<file path="src/rtl/dsp48a1_dot_ctrl.sv">
// Streaming dot-product controller for a DSP48A1 slice configured as a MAC.
// Feeds operand pairs, sequences OPMODE, and captures the sum once the last product reaches P.
module dsp48a1_dot_ctrl #(
    parameter int LEN         = 8,
    parameter int LATENCY     = 4,
    parameter int OPMODE_SKEW = 2
) (
    input  logic        CLK,
    input  logic        RST,
    input  logic        IN_VALID,
    output logic        IN_READY,
    input  logic [17:0] IN_A,
    input  logic [17:0] IN_B,
    output logic        OUT_VALID,
    input  logic        OUT_READY,
    output logic [47:0] OUT_P,
    output logic [17:0] DSP_A,
    output logic [17:0] DSP_B,
    output logic [7:0]  DSP_OPMODE,
    output logic        DSP_CE,
    input  logic [47:0] DSP_P
);

    localparam int CNT_W = $clog2(LEN + 1);
    localparam logic [7:0] OP_FIRST = 8'b0000_0001;
    localparam logic [7:0] OP_ACC   = 8'b0000_1001;

    typedef enum logic [1:0] {
        S_FEED   = 2'd0,
        S_DRAIN  = 2'd1,
        S_RESULT = 2'd2
    } state_t;

    state_t                      r_state;
    state_t                      w_state_nxt;
    logic [CNT_W-1:0]            r_count;
    logic [CNT_W-1:0]            w_count_nxt;
    logic [LATENCY:0]            r_tag_vld;
    logic [LATENCY:0]            r_tag_last;
    logic [OPMODE_SKEW:0][7:0]   r_op_pipe;
    logic [17:0]                 r_dsp_a;
    logic [17:0]                 r_dsp_b;
    logic                        r_ce;
    logic                        r_in_ready;
    logic                        r_out_valid;
    logic [47:0]                 r_out_p;
    logic                        w_accept;
    logic                        w_first;
    logic                        w_last;
    logic                        w_mature;
    logic                        w_capture;
    logic                        w_release;
    logic [7:0]                  w_op_item;

    assign w_accept  = IN_VALID && r_in_ready;
    assign w_first   = (r_count == {CNT_W{1'b0}});
    assign w_last    = (r_count == CNT_W'(LEN - 1));
    assign w_mature  = r_tag_vld[LATENCY] && r_tag_last[LATENCY];
    assign w_release = (r_state == S_RESULT) && r_out_valid && OUT_READY;
    // Only the first accepted pair of a vector clears Z; bubbles and later pairs accumulate.
    assign w_op_item = (w_accept && w_first) ? OP_FIRST : OP_ACC;

    assign IN_READY   = r_in_ready;
    assign OUT_VALID  = r_out_valid;
    assign OUT_P      = r_out_p;
    assign DSP_A      = r_dsp_a;
    assign DSP_B      = r_dsp_b;
    assign DSP_CE     = r_ce;
    assign DSP_OPMODE = r_op_pipe[OPMODE_SKEW];

    // Next-state and sample-count logic
    always_comb begin
        w_state_nxt = r_state;
        w_count_nxt = r_count;
        w_capture   = 1'b0;
        case (r_state)
            S_FEED: begin
                if (w_accept) begin
                    w_count_nxt = r_count + CNT_W'(1);
                    if (w_last) begin
                        w_state_nxt = S_DRAIN;
                    end else begin
                        w_state_nxt = S_FEED;
                    end
                end else begin
                    w_state_nxt = S_FEED;
                end
            end
            S_DRAIN: begin
                if (w_mature) begin
                    w_capture   = 1'b1;
                    w_state_nxt = S_RESULT;
                end else begin
                    w_state_nxt = S_DRAIN;
                end
            end
            S_RESULT: begin
                if (w_release) begin
                    w_state_nxt = S_FEED;
                    w_count_nxt = {CNT_W{1'b0}};
                end else begin
                    w_state_nxt = S_RESULT;
                end
            end
            default: begin
                w_state_nxt = S_FEED;
                w_count_nxt = {CNT_W{1'b0}};
            end
        endcase
    end

    // State and count registers
    always_ff @(posedge CLK or posedge RST) begin
        if (RST) begin
            r_state <= S_FEED;
            r_count <= {CNT_W{1'b0}};
        end else begin
            r_state <= w_state_nxt;
            r_count <= w_count_nxt;
        end
    end

    // Slice drive, opmode delay line, tag pipe and result capture
    always_ff @(posedge CLK or posedge RST) begin
        if (RST) begin
            r_ce        <= 1'b0;
            r_in_ready  <= 1'b0;
            r_dsp_a     <= 18'd0;
            r_dsp_b     <= 18'd0;
            r_op_pipe   <= '0;
            r_tag_vld   <= '0;
            r_tag_last  <= '0;
            r_out_valid <= 1'b0;
            r_out_p     <= 48'd0;
        end else begin
            r_ce       <= 1'b1;
            r_in_ready <= (w_state_nxt == S_FEED);
            if (w_accept) begin
                r_dsp_a <= IN_A;
                r_dsp_b <= IN_B;
            end else begin
                r_dsp_a <= 18'd0;
                r_dsp_b <= 18'd0;
            end
            // Stage 0 is aligned with DSP_A; the tap OPMODE_SKEW stages later meets the M stage.
            r_op_pipe[0] <= w_op_item;
            for (int i = 1; i <= OPMODE_SKEW; i++) begin
                r_op_pipe[i] <= r_op_pipe[i-1];
            end
            r_tag_vld  <= {r_tag_vld[LATENCY-1:0], w_accept};
            r_tag_last <= {r_tag_last[LATENCY-1:0], w_accept && w_last};
            if (w_capture) begin
                r_out_p     <= DSP_P;
                r_out_valid <= 1'b1;
            end else if (w_release) begin
                r_out_valid <= 1'b0;
            end else begin
                r_out_valid <= r_out_valid;
            end
        end
    end

endmodule

</file>
<file path="config.mk">
export PLATFORM = sky130hd
export DESIGN_NAME = dsp48a1_dot_ctrl
export DESIGN_NICKNAME = d
export VERILOG_FILES = /design/src/rtl/dsp48a1_dot_ctrl.sv
export SDC_FILE = /design/constraint.sdc
export NUM_CORES = 1
export LEC_CHECK = 0
export CELL_PAD_IN_SITES_DETAIL_PLACEMENT = 1
export CELL_PAD_IN_SITES_GLOBAL_PLACEMENT = 2
export CORE_ASPECT_RATIO = 1.2
export CORE_MARGIN = 2
export CORE_UTILIZATION = 29
export DETAILED_ROUTE_END_ITERATION = 10
export PLACE_DENSITY_LB_ADDON = 0.1
export RECOVER_POWER = 25
export SETUP_SLACK_MARGIN = 0.5
export SKIP_CTS_REPAIR_TIMING = 1
export SYNTH_ARGS = -nofsm -noshare
export SYNTH_HDL_FRONTEND = slang
export SYNTH_SLANG_ARGS = --single-unit
</file>
<file path="constraint.sdc">
create_clock -name CLK -period 7.8 [get_ports CLK]
set_input_delay 1.56 -clock CLK [delete_from_list [all_inputs] [get_ports CLK]]
set_output_delay 1.56 -clock CLK [all_outputs]
set_load 0.1 [all_outputs]
</file>
==> results.json <==
{
  "start_util_pct": 29.4,
  "ant_nets": 0,
  "fin_cells": 602,
  "grt_pass1_wl_um": 16600,
  "p_int_w": 0.00129,
  "power_frac_comb_pct": 52.0,
  "nets": 516,
  "setup_tns_ns": 0,
  "die_w_um": 112,
  "post-dp-hpwl_um": 7450,
  "use_met1_pct": 17.9,
  "design_area_um2": 6100,
  "layout_worst_path_cycle_share_pct": 53.8,
  "power_frac_seq_pct": 30.4,
  "dr.pass1.iters": 4,
  "vias_per_cell": 4.33,
  "power_density_nw_per_um2": 430,
  "fmax_ghz": 0.238,
  "layout_min_cycle_time_ns": 4.19,
  "hold_violations": 0,
  "htree_levels": 3,
  "dp_cells": 586,
  "drv_cap": 1,
  "synthCells": 254,
  "synth-seq-cells": 108,
  "grt.total_usage_pct": 14.4,
  "vdd_ir_drop_max_uv": 248,
  "hp-class": "flop to flop",
  "cts_made_buffers": 9,
  "via_count": 2609,
  "clk_path_buf_depth": 2,
  "grt_max_degree": 80,
  "rows": 47,
  "mostFrequentLayoutCell": "clkdlybuf4s50_1",
  "wire_per_inst_um": 17.3,
  "yosys_warnings": 0,
  "violations": "capacitance limit, slew limit",
  "io_buffers": 176,
  "gp_routability_congestion": 0.708,
  "placed_area_um2": 5880,
  "path_max_fanout": 39,
  "syn_area_um2": 4030,
  "gr-usage-met3_pct": 3.32,
  "hold_ws_ns": 0.349,
  "rsz0062_at_grt": "false",
  "seq_area_frac_synth_pct": 67.1,
  "io_pins": 183,
  "switching_share_pct": 50.8,
  "core_region_area_um2": 13700,
  "clk_pin_slew_worst_paths_ns": 0.07,
  "cp_data_arrival_time_ns": 2.63,
  "slew_headroom_pct": -58.7,
  "dieArea_um2": 14900,
  "top_usage_layer": "met2",
  "cts_sinks": 108,
  "drive_gt1_share_pct": 9.74,
  "ys_types": 33,
  "avgSynthCellArea_um2": 15.9,
  "tightest_slew_ns": 2.38,
  "synth_top_area_cell": "dfrtp_1",
  "p_switching_w": 0.00133,
  "drc": 0,
  "grt_overflow": 0,
  "cp_top_family": "buffers and inverters",
  "setup_viol": 0,
  "final_cell_mix": "clkdlybuf4s50_1, dfrtp_1, mux2_1",
  "end_kind": "output pin",
  "antenna_cells": 0,
  "critPathBufInv": 1,
  "critical_path_class": "flop to output pin",
  "fin_worst_skew_ns": 0.00856,
  "drt_iter0_drc": 106,
  "worst_path_max_delay_cell": "clkdlybuf4s50_1",
  "grt_pass1_vias": 2918,
  "clk_root_buffer_cell": "clkbuf_16",
  "antenna_found_initial": 0,
  "path_cells": "clkdlybuf4s50_1",
  "met2_usage_pct": 24.6,
  "syn2layout_area_growth_pct": 51.4,
  "p_leak_nw": 2.77,
  "yosys-top-cells-area": "dfrtp_1, mux2_4, and3_1",
  "status": "finished, violations left",
  "crit_path_start_kind": "flop",
  "critPathRequiredTime_ns": 6.24,
  "drv_slew": 37,
  "fp.dieH_um": 133,
  "clock_latency_ns": 0.34,
  "critPathMaxStageDelay_ns": 1.29,
  "cts_tree": "yes",
  "clkPwrFrac_pct": 17.6,
  "synth_top_area_share_pct": 67.1,
  "drt_wl_total_um": 10400
}
-- path summary, 6_finish.rpt --
check | start | to | slack [ns] | cells after the start
setup / recovery | IN_READY | IN_READY | 3.61 | 1
hold / removal | r_op_pipe[8] | DSP_OPMODE[0] | 0.35 | 0
setup reg to reg | r_state[1] | OUT_P[6] | 4.65 | 4
hold reg to reg | r_op_pipe[8] | DSP_OPMODE[0] | 0.35 | 0
max in group asynchronous | RST | DSP_A[0] | 4.26 | 3
min in group asynchronous | RST | OUT_P[16] | 1.94 | 2
-- registers in the layout (all words and copies together) (netlist names) --
register / flops
DSP_A: 18
r_op_pipe: 4
OUT_VALID: 1
OUT_P: 48
r_tag_last: 5
IN_READY: 1
r_count: 4
r_state: 2
DSP_B: 18
DSP_OPMODE: 2
r_tag_vld: 5
-- worst reg2reg max path, delay by kind of cell, from the launching register on --
family,cells,cell delay [ns]
buffers and inverters,2,1.86
DFF,1,0.47
muxes,1,0.44
and+or+nand+nor,1,0.26
-- logic make-up after synthesis --
logic type,share of synthesized area (%)
AO/OA/AOI/OAI,2.33
AND/OR/NAND/NOR,8.51
other,0.186
adder cells (fa/ha/maj),0.621
buffers and inverters,4.47
multiplexers,16.8
flip-flops,67.1
-- metrics by stage --
stage	utilization, %	total power [W]	worst slack [ns]
6_report	44.5	0.00262	3.61
3_5_place_dp	42.9	0.00221	3.92
5_1_grt	44.5	0.00273	3.43
2_1_floorplan	-	0.00187	3.39
3_3_place_gp	42.9	0.00220	3.96
4_1_cts	45.1	0.00269	3.55
-- power by group through the flow --
stage	Sequential (W)	Combinational [W]	Clock, W
final	0.000798	0.00136	0.000461
after floorplan	0.00164	0.000228	0
after detailed placement	0.000812	0.00140	0
after global routing	0.000821	0.00140	0.000503
after global placement	0.000804	0.00140	0
after CTS	0.000802	0.00141	0.000481
-- synthesized netlist by cell type --
| master | n |
|---|---|
| nor3_1 | 1 |
| buf_6 | 5 |
| o21a_1 | 1 |
| inv_1 | 5 |
| mux2_1 | 12 |
| a32o_1 | 1 |
| nand2_2 | 1 |
| ha_1 | 2 |
| a31oi_1 | 2 |
| dfrtp_1 | 108 |
| mux2_4 | 36 |
| clkbuf_1 | 7 |
| inv_2 | 1 |
| and3_2 | 6 |
| or4_1 | 1 |
| buf_4 | 9 |
| a21oi_1 | 1 |
| nand4_4 | 1 |
| nand2_1 | 7 |
| o311ai_0 | 1 |
| o211ai_1 | 1 |
| conb_1 | 2 |
| clkbuf_4 | 1 |
| nor2_1 | 1 |
| and3b_1 | 1 |
| nor2b_1 | 1 |
| a21bo_2 | 1 |
| o2bb2ai_1 | 1 |
| nand4b_1 | 1 |
| and3_1 | 31 |
| a41oi_1 | 1 |
| a21o_1 | 2 |
| nand3_1 | 2 |
-- final cells by class --
cell class | instances | area, µm²
Multi-Input combinational cell | 123 | 1080
Tap cell | 171 | 214
Sequential cell | 108 | 2700
Inverter | 6 | 23.8
Clock inverter | 5 | 58.8
Clock buffer | 11 | 243
Fill cell | 1468 | 7600
Timing Repair Buffer | 178 | 1770
-- layer usage --
layer | vias up | wire length, µm
li1 | 1198 | -
met1 | 1301 | 4370
met2 | 98 | 5330
met3 | 12 | 530
met4 | 0 | 182
met5 | - | 0
No activity file was read; power rests on OpenSTA's default activity.
